File: src/rtl/fifo_reader.sv
// rtl/fifo_reader.sv - read-side controller that drains syn_fifo onto a valid/ready stream
module fifo_reader #(
    parameter int DATA_WIDTH  = 4,
    parameter int COUNT_WIDTH = 8
) (
    input  logic                   clk,
    input  logic                   rst,
    input  logic                   fifo_empty,
    input  logic [DATA_WIDTH-1:0]  fifo_data,
    output logic                   fifo_rd_en,
    input  logic                   enable,
    output logic [DATA_WIDTH-1:0]  m_data,
    output logic                   m_valid,
    input  logic                   m_ready,
    output logic [COUNT_WIDTH-1:0] words_out,
    output logic                   busy
);

    logic [1:0]             occ_q, occ_d;
    logic                   inflight_q;
    logic [DATA_WIDTH-1:0]  head_q, head_d;
    logic [DATA_WIDTH-1:0]  tail_q, tail_d;
    logic [COUNT_WIDTH-1:0] words_q, words_d;

    logic       pop;
    logic [1:0] occ_after_pop;
    logic [1:0] committed;

    assign m_valid   = (occ_q != 2'd0);
    assign m_data    = head_q;
    assign words_out = words_q;
    assign busy      = (occ_q != 2'd0) | inflight_q;

    assign pop           = m_valid & m_ready;
    assign occ_after_pop = occ_q - {1'b0, pop};
    // Slots already spoken for after this cycle's pop; a read is only issued if one stays free.
    assign committed     = occ_after_pop + {1'b0, inflight_q};

    // rst gates the read directly so the FIFO is never read while the block is held in reset.
    assign fifo_rd_en = rst & enable & ~fifo_empty & (committed < 2'd2);

    always_comb begin
        head_d  = head_q;
        tail_d  = tail_q;
        occ_d   = committed;
        words_d = words_q + {{(COUNT_WIDTH-1){1'b0}}, pop};

        if (pop && (occ_q == 2'd2)) begin
            head_d = tail_q;
        end

        // Incoming word lands at head if the buffer drains empty this cycle, else behind it.
        if (inflight_q) begin
            if (occ_after_pop == 2'd0) begin
                head_d = fifo_data;
            end else begin
                tail_d = fifo_data;
            end
        end
    end

    always_ff @(posedge clk or negedge rst) begin
        if (!rst) begin
            occ_q      <= 2'd0;
            inflight_q <= 1'b0;
            head_q     <= '0;
            tail_q     <= '0;
            words_q    <= '0;
        end else begin
            occ_q      <= occ_d;
            inflight_q <= fifo_rd_en;
            head_q     <= head_d;
            tail_q     <= tail_d;
            words_q    <= words_d;
        end
    end

endmodule

File: config.mk
export PLATFORM = sky130hd
export DESIGN_NAME = fifo_reader
export DESIGN_NICKNAME = d
export VERILOG_FILES = /design/src/rtl/fifo_reader.sv
export SDC_FILE = /design/constraint.sdc
export NUM_CORES = 1
export LEC_CHECK = 0
export ABC_AREA = 0
export CAP_MARGIN = 40
export CORE_MARGIN = 2
export CORE_UTILIZATION = 45
export CTS_CLUSTER_SIZE = 8
export DETAILED_ROUTE_END_ITERATION = 10
export GPL_TIMING_DRIVEN = 0
export PLACE_DENSITY = 0.76
export SLEW_MARGIN = 20
export SYNTH_ARGS = -nofsm -noshare
export SYNTH_HDL_FRONTEND = slang
export SYNTH_SLANG_ARGS = --single-unit
File: constraint.sdc
create_clock -name clk -period 2.8 [get_ports clk]
set_input_delay 0.56 -clock clk [delete_from_list [all_inputs] [get_ports clk]]
set_output_delay 0.56 -clock clk [all_outputs]
set_load 0.02 [all_outputs]
==> results <==
==> cell usage in the layout, fill, tap and decap left out, types with 2 or more instances in the layout <==
cell	netlist	routed
xor2_1	5	5
clkbuf_4	0	3
clkdlybuf4s50_1	0	21
xnor2_1	4	2
a21oi_1	4	4
mux2i_1	4	4
dfrtp_1	19	18
nor2_1	5	5
inv_1	3	2
nor3_1	3	2
nand3b_1	2	2
nand3_1	2	2
ha_4	0	2
mux2_2	4	4
nand2_1	3	3
buf_4	0	4
==> routing by layer <==
metal,up-vias,part of all wire [%]
met5,-,0
met4,0,0.80
met3,2,2.9
met2,11,49
met1,286,47
li1,294,-
==> cell families (layout without fill, tap and decap cells) <==
family	Yosys count	count (layout)	share of synthesized area [%]
fa+ha+maj	3	3	4.52
buf+inv	3	34	1.36
compound gates	6	6	4.97
xor+xnor	9	9	9.49
simple gates	20	20	12.2
mux	8	8	10.2
flops	19	19	57.2
==> power groups by stage <==
stage	Sequential [uW]	Clock, uW	Combinational, uW
6_report	487	129	686
2_1_floorplan	578	0	242
3_3_place_gp	504	0	547
4_1_cts	487	137	617
3_5_place_dp	509	0	562
5_1_grt	504	147	744
==> sequential cells by signal, indices dropped and copies added (netlist names) <==
name,flops
tail_q,4
inflight_q,1
words_out,8
m_data,4
occ_q,2
==> stage by stage <==
step	std cells	utilization, %	TNS [ns]	hold slack, ns
after detailed placement	117	64.4	-0.622	0.460
after global placement	116	63.6	-0.585	0.455
after floorplan	68	-	0	0.264
after CTS	123	67.5	0	0.479
after global routing	124	70.4	-0.0776	0.498
final	124	70.4	0	0.471
==> what timing repair did <==
action                     CTS  global route
setup buffers                2             1
pin swaps                    1             4
gates resized for setup     10             6
setup endpoints to repair    1             1
==> worst max-delay path: cells and delay by family (launching register included) <==
family | cells | cell delay (ns)
XOR/XNOR | 2 | 0.27
flip-flops | 1 | 0.41
adder cells (fa/ha/maj) | 2 | 0.43
buffers and inverters | 2 | 0.21
AND/OR/NAND/NOR | 3 | 0.59
==> path summary, 6_finish.rpt <==
kind | start | slack (ns) | endpoint | cells after the start
max | occ_q[1]$_DFF_PN0_ | 0.03 | fifo_rd_en | 9
min | words_out[7]$_DFF_PN0_ | 0.47 | words_out[7]$_DFF_PN0_ | 1
max reg2reg | occ_q[1]$_DFF_PN0_ | 0.95 | tail_q[2]$_DFFE_PN0P_ | 6
min reg2reg | words_out[7]$_DFF_PN0_ | 0.47 | words_out[7]$_DFF_PN0_ | 1
max in group asynchronous | rst | 1.88 | occ_q[1]$_DFF_PN0_ | 2
min in group asynchronous | rst | 0.52 | m_data[3]$_DFF_PN0_ | 1
==> cell type report <==
class	count	share of cell area (%)
multi-input cells	46	33.1
inverters	3	1.13
clock buffers	3	1.85
clock inverters	1	0.412
repair buffers	27	21.7
flip-flops and latches	19	39.2
well taps	25	2.57
==> results.md <==
* EDFF count, synth at 0
* CP max FO at 2
* Cell leakage power at 0.000562 uW
* DRC Markers at 0
* Worst-skew pair later-pin latency at 0.28 ns
* Grt met3 use at 2.31%
* Syn nets at 80
* Req. time, crit path at 2.24 ns
* DIE AREA at 2210 sq um
* Largest net degree at the start of global routing at 16
* Final wirelength at 1.49 mm
* Setup crit start kind: flip-flop
* Synth top area cells: dfrtp_1 (57%), mux2_2 (5.4%), xor2_1 (5.3%)
* Total power at 1300 uW
* Finished Cell Area at 1220 sq um
* Setup WS post-layout at 0.0339 ns
* Share of the synthesized area in the top cell type at 57.2%
* Post-Syn Instances at 68
* Flop pwr share at 37.4%
* Die H at 47.0 microns
* Predominant post-synthesis flop cell: dfrtp_1
* Yosys warns at 0
* GR Overflow Total at 0
* Most Crowded Layer GR: met2
* Register area share after synthesis at 57.2%
* Core Region at 1730 sq um
* Tmin final at 2.77 ns
* Status: finished, final reports clean
* Max Cap Viol at 0
* Endpoints failing hold at 0
* Total Routing Usage GR at 16.4%
* Met1 GRT Util at 22.9%
* P per Cell Area at 1070 nW/um^2
* First-pass GRT wire length at 2.46 mm
* Critical path's slowest cell: dfrtp_2
* Clk pwr share at 9.9%
* TritonCTS clock tree: done
* Hold WC Path Type: flip-flop to flip-flop
* Yosys cell types at 20
* Clk slew on worst S/H paths at 0.10 ns
* Worst Tran Pin Value at 0.312 ns
* Initial antenna violation count at 0
* Detailed Routing Iterations Pass 1 at 2
* Worst IR Drop VDD at 600 uV
* Hold buffers post-CTS at 0
* Routed Antenna Nets at 0
* Num CTS Buffers at 3
* Max_slew headroom at 79.1%
* RSZ-0062 raised after global routing: yes
* Worst setup EP type: output pin
* Nets at 112
* Cell mode on critical path: ha_4
* Multi-input gate area at 403 sq um
* DR WL/cell at 12.0 microns
* Final period util at 98.8%
* Root buffer cell: clkbuf_4
* Crit-path cells: or2_1 -> and2_4 -> ha_4 -> inv_4 -> ha_4 -> xnor2_4 -> xnor2_2 -> nor3_2 -> buf_4
* Row count at 15
* Vias in the first global route at 578
* DR vias at 593
* IO buf count at 23
* Sequential Area at 477 sq um
* DP Area at 1110 sq um
* Fmax at 362 MHz
* Number of synthesized register bits at 19
* Worst endpoint data arrival time at 2.21 ns
* Switching power at 489 uW
* Setup-failing EPs final at 0
* Number of I/O pins at 24
* Setup Slack @ Placement at -0.622 ns
* Slew Viols, Final at 0
* Starting DRC count in detailed routing at 1
* Clock Tree Buf Depth at 2
* Placer Congestion at 0.698
* Post-synthesis average cell area at 12.2 sq um
* Starting Density at 48.1%
* Vias per inst at 4.78
* Share of post-route cells with drive strength above 1 at 23.2%
* Comb pwr share at 52.7%
* Worst Path Class, Setup: flip-flop to output pin
* Die Span X at 47.0 microns
* Commonest cells post-synth: dfrtp_1 (19), nor2_1 (5), xor2_1 (5)
* Syn Std Cell Area at 831 sq um
* Area delta synth->final at 46.4%
* Clk_skew at 0.00327 ns
* Ant diodes at 0
* Most numerous cell in the Yosys netlist: dfrtp_1
* Net Sw Frac at 37.6%
* CTS H-tree depth at 1
* Async set-reset flop share out of synthesis at 100%
* DPL Wire Length at 1.15 mm
* Largest area contributor in the synthesized netlist: dfrtp_1
* Internal power at 812 uW
* Met2 Track Usage GR at 24.9%
* CTS sink count at 19
* Fill count at 136
* CP peak stage delay at 0.41 ns
(Power assumes the default switching activity.)
==> RTL edit 1, RTL diff (same flow settings) <==
The parameter `COUNT_WIDTH` goes from 8 to 6.
--- a/src/rtl/fifo_reader.sv
+++ b/src/rtl/fifo_reader.sv
@@ -1,7 +1,7 @@
 // rtl/fifo_reader.sv - read-side controller that drains syn_fifo onto a valid/ready stream
 module fifo_reader #(
     parameter int DATA_WIDTH  = 4,
-    parameter int COUNT_WIDTH = 8
+    parameter int COUNT_WIDTH = 6
 ) (
     input  logic                   clk,
     input  logic                   rst,
Ports: changed (resized words_out); port bits go from 24 to 22. No check against the original RTL was run, so the function may have changed too.
==> RTL edit 1 against the original RTL <==
  * Global-route usage down 1.9 points
  * Clock skew is 0.0026 ns higher
  * Power down 9.5%
  * Design area down 13%
  * Non-clock buffer count down 2
  * Synthesized cell count fell by 12%
  * Sequential cell count fell by 2
  * First-iteration DRC count grew to 9.0 times the old value
  * Wire length decreased by 15%
  * Via count decreased by 9.1%
  * Sequential power down 5.5%
  * Area after synthesis shrank 10%
  * Worst setup slack improved by 0.095 ns
  * Critical path type is now input port to primary output
  * Largest cell class unchanged
  * Largest power group unchanged
==> RTL edit 1: results (changes against the original RTL) <==
run status=complete, no violations (unchanged); met2 wire length=628 µm (was 731 µm); Leak=0.497 nW (was 0.562 nW); grt met2 use=22.9% (was 24.9%); Int Pwr=0.734 mW (was 0.812 mW); max reg flops=6 (was 8); delay-heaviest family, CP=buffers and inverters (was simple AND/OR/NAND/NOR gates); post-synth cell types=19 (was 20); sequential cell area fraction in the yosys report=57.0% (was 57.2%); post-CTS setup buffers=1 (was 2); Post-synth top cells=17 x dfrtp_1, 5 x nor2_1 (was 19 x dfrtp_1, 5 x nor2_1, 5 x xor2_1); Detail Placement HPWL=901 µm (was 1150 µm); mux contribution to synthesized area=11.4% (was 10.2%); total number of vias=539 (was 593); Worst path slowest cell=ha_1 (was dfrtp_2); post-synthesis adder-cell area fraction=5.03% (was 4.52%); synth top area cells=dfrtp_1 57%, mux2_1 6.0%, mux2i_1 5.4% (was dfrtp_1 57%, mux2_2 5.4%, xor2_1 5.3%); pin count of the biggest net entering global routing=19 (was 16); VDD IR max=679 µV (was 600 µV); data arrival time of the critical path=2.11 ns (was 2.21 ns); pre-CTS WS=-0.758 ns (was -0.622 ns); Net Count, Synth=72 (was 80); share of cells above drive strength 1=18.0% (was 23.2%); drt first pass iters=4 (was 2); met3 WL=62 µm (was 43 µm); max incr delay on CP=0.29 ns (was 0.41 ns); Compound-Gate Fraction of Synth Area=5.03% (was 4.97%); slew margin rel.=79.5% (was 79.1%); final WL=1270 µm (was 1490 µm); WL met1=579 µm (was 706 µm); Port-buffer cells=21 (was 23); Total GRT Usage=14.5% (was 16.4%); CTS-repair resized insts=9 (was 10); first-pass GRT wire length=2040 µm (was 2460 µm); Syn Area/Cell=12.4 µm² (was 12.2 µm²); Top Metal Used=met3 (was met4); filler cell count=116 (was 136); met1 Use GR=18.3% (was 22.9%); # nets final=102 (was 112); Layout area overhead=41.0% (was 46.4%); placed instance area=977 µm² (was 0.00111 mm²); vias in the first global route=505 (was 578); 1st-iter DRT viols=9 (was 1); WL/cell=12.1 µm (was 12.0 µm); GP Congestion=0.693 (was 0.698); Clock Skews=0.00591 ns (was 0.00327 ns); Worst Hold Class=input port to asynchronous set/reset pin (was flop to flop); crit-path max FO=3 (was 2); dpl cells=97 (was 117); yosys synthesis warning count=0 (unchanged)
[RTL edit 1: area by class of cell]
class,instances,area share [%]
clock buffer,4,2.49
inverter,3,1.07
multi-input combinational,40,30.9
sequential,17,40.5
tap,16,1.90
timing repair buffer,25,23.2
[RTL edit 1: power groups by stage]
stage | Clock, mW | Sequential (mW) | Combinational, mW
floorplan | 0 | 0.546 | 0.234
global placement | 0 | 0.467 | 0.546
detailed placement | 0 | 0.471 | 0.553
CTS | 0.133 | 0.469 | 0.563
global route | 0.143 | 0.479 | 0.640
finish | 0.128 | 0.460 | 0.590
[RTL edit 1: path summary, 6_finish.rpt]
kind / startpoint / endpoint / slack [ns] / cells past startpoint
max reg2reg: occ_q[1] / inflight_q / 0.95 / 9
max in group asynchronous: rst / occ_q[1] / 2.02 / 2
min in group clk: words_out[5] / words_out[5] / 0.47 / 1
max: m_ready / fifo_rd_en / 0.13 / 10
min: rst / m_data[2] / 0.44 / 1
min reg2reg: words_out[5] / words_out[5] / 0.47 / 1
==> RTL edit 2, RTL diff (same settings) <==
Made on the original files. `words_q` no longer has a reset.
--- a/src/rtl/fifo_reader.sv
+++ b/src/rtl/fifo_reader.sv
@@ -65,14 +65,16 @@
             inflight_q <= 1'b0;
             head_q     <= '0;
             tail_q     <= '0;
-            words_q    <= '0;
         end else begin
             occ_q      <= occ_d;
             inflight_q <= fifo_rd_en;
             head_q     <= head_d;
             tail_q     <= tail_d;
-            words_q    <= words_d;
         end
+    end
+
+    always_ff @(posedge clk) begin
+        words_q <= words_d;
     end
 
 endmodule
Formal check against the unedited RTL: differs if rst is asserted again (counterexample within 4 cycles, from zero or initial values and one cycle with rst low); with rst held inactive, the same outputs for 10 cycles.
==> RTL edit 2 against the original RTL <==
  * The run now ends with negative setup slack left
  * Area after synthesis shrank 4.8%
  * Global-route usage rose by 2.0 points
  * Worst setup slack worse by 0.041 ns
  * Core utilization grew 1.2 points
  * Maximum frequency decreased by 1.5%
  * Design area down 0.51%
  * Sequential cell count did not move
  * Power grew 8.1%
  * Wire length rose by 9.8%
  * Via count increased by 3.9%
  * Non-clock buffer count up 7
  * Count of clock-buffer cells in the layout increased by 1
  * Largest cell class unchanged
==> RTL edit 2: results (changes against the original RTL) <==
run status=complete, but fails checks (was complete, no violations); violations in the final reports=negative setup slack; sequential cell area fraction in the yosys report=55.1% (was 57.2%); Post-synth top cells=11 x dfrtp_1, 8 x dfxtp_1, 5 x nor2_1, 5 x xor2_1 (was 19 x dfrtp_1, 5 x nor2_1, 5 x xor2_1); max incr delay on CP=0.40 ns; Syn Area/Cell=11.6 µm² (was 12.2 µm²); Total GRT Usage=18.4% (was 16.4%); pre-CTS WS=-0.655 ns (was -0.622 ns); clock-pin slew on the worst setup and hold paths=0.10 ns (about the same); ys async rst share=57.9% (was 100%); worst setup margin=-0.00732 ns (was 0.0339 ns); Int Pwr=0.890 mW (was 0.812 mW); slew margin rel.=65.4% (was 79.1%); post-synth cell types=21 (was 20); WL/cell=13.3 µm (was 12.0 µm); # diodes=0 (unchanged); 1st-iter DRT viols=8 (was 1); root buffer cell=clkbuf_4 (unchanged); dpl cells=108 (was 117); Antenna Nets Post-Route=0 (unchanged); Via density=5.01 (was 4.78); Worst path slowest cell=dfrtp_1 (was dfrtp_2); Leak=0.557 nW (was 0.562 nW); Detail Placement HPWL=1070 µm (was 1150 µm); final WL=1640 µm (was 1490 µm); synth top area cells=dfrtp_1 35%, dfxtp_1 20%, mux2_2 5.7% (was dfrtp_1 57%, mux2_2 5.4%, xor2_1 5.3%); R2R setup slack=0.65 ns (was 0.95 ns); predominant post-synthesis flop cell=dfrtp_1 (unchanged); Clock Skews=0.00290 ns (was 0.00327 ns); share of cells above drive strength 1=27.4% (was 23.2%); GP Congestion=0.695 (was 0.698); VDD IR max=619 µV (was 600 µV); vias in the first global route=592 (was 578); Net Count, Synth=80 (unchanged); Worst Hold Class=flop to flop (unchanged); clock buffer depth=2 (unchanged); first-pass GRT wire length=2670 µm (was 2460 µm); min-delay src=words_out[7] (unchanged); CP startpoint=occ_q[0] (was occ_q[1]); filler cell count=130 (was 136); initial antenna violation count=0 (unchanged); drt first pass iters=4 (was 2); pin count of the biggest net entering global routing=13 (was 16); Port-buffer cells=23 (unchanged); worst skew pair latency=0.29 ns; final setup fails=1 (was 0)
[RTL edit 2: changes by cell type in the layout (fill, tap and decap cells not counted), sizes merged]
cell / delta
dfxtp: +8
clkinv: -1
dfrtp: -8
clkbuf: +1
buf: +7
[RTL edit 2: cells by family (layout without fill, tap and decap cells)]
kind of cell             count (synthesis)  count (layout)  share of synthesized area [%]
multiplexers                             8               8                           10.8
XOR/XNOR                                 9               9                           9.97
flip-flops                              19              19                           55.1
AO/OA/AOI/OAI                            6               6                           5.22
buffers and inverters                    3              41                           1.42
AND/OR/NAND/NOR                         20              20                           12.8
adder cells (fa/ha/maj)                  3               3                           4.75
[RTL edit 2: path summary, 6_finish.rpt]
check | end | cells past startpoint
min reg2reg | words_out[7] | 1
min | words_out[7] | 1
max | fifo_rd_en | 9
max reg2reg | inflight_q | 11
max in group asynchronous | occ_q[1] | 1
min in group asynchronous | m_data[3] | 1
[RTL edit 2: power groups by stage]
stage | Combinational [mW] | Sequential, mW | Clock, mW
finish | 0.781 | 0.491 | 0.135
CTS | 0.727 | 0.492 | 0.140
floorplan | 0.240 | 0.580 | 0
detailed placement | 0.556 | 0.512 | 0
global placement | 0.541 | 0.504 | 0
global route | 0.843 | 0.512 | 0.151
[RTL edit 2: critical path: cells and delay by family (launching register included)]
kind                       cells  cell delay [ns]
and+or+nand+nor                3             0.63
DFF                            1             0.40
buffers and inverters          2             0.22
adders and majority gates      2             0.44
xor gates and xnor gates       2             0.28
[RTL edit 2: cell type report]
cell class	instances	area, µm²	share of cell area (%)
clock buffers	4	26.3	2.17
repair buffers	34	309	25.5
flip-flops and latches	19	437	36.1
inverters	3	13.8	1.14
well taps	17	21.3	1.76
multi-input cells	46	403	33.3
[RTL edit 2: routing by layer]
layer  up-vias  part of all wire, %  global-route usage (%)  wire length (µm)
li1        308                    -                       -                 -
met1       289                   43                    23.8               711
met2        17                   51                    28.1               835
met3         2                  4.7                    5.16                77
met4         0                 0.85                    8.57                14
met5         -                    0                       0                 0
[RTL edit 2: metrics by stage]
step                      hold slack (ns)  instance area (µm²)  total power, mW  util, %  setup TNS (ns)
final                               0.455                 1210             1.41     71.6        -0.00732
after global placement              0.440                 1050             1.05     62.0          -0.593
after floorplan                     0.264                  796            0.820        -               0
after detailed placement            0.447                 1050             1.07     62.0          -0.655
after global routing                0.501                 1210             1.51     71.6          -0.131
after CTS                           0.463                 1180             1.36     70.1         -0.0239
[RTL edit 2: repair_timing]
item | 4_1_cts | 5_1_grt
resized for setup | 14 | 2
hold buffers | 0 | 0
setup buffers | 10 | 1
endpoints found under the setup margin | 1 | 1
hold endpoints to repair | 0 | 0
pin swaps | 5 | 5
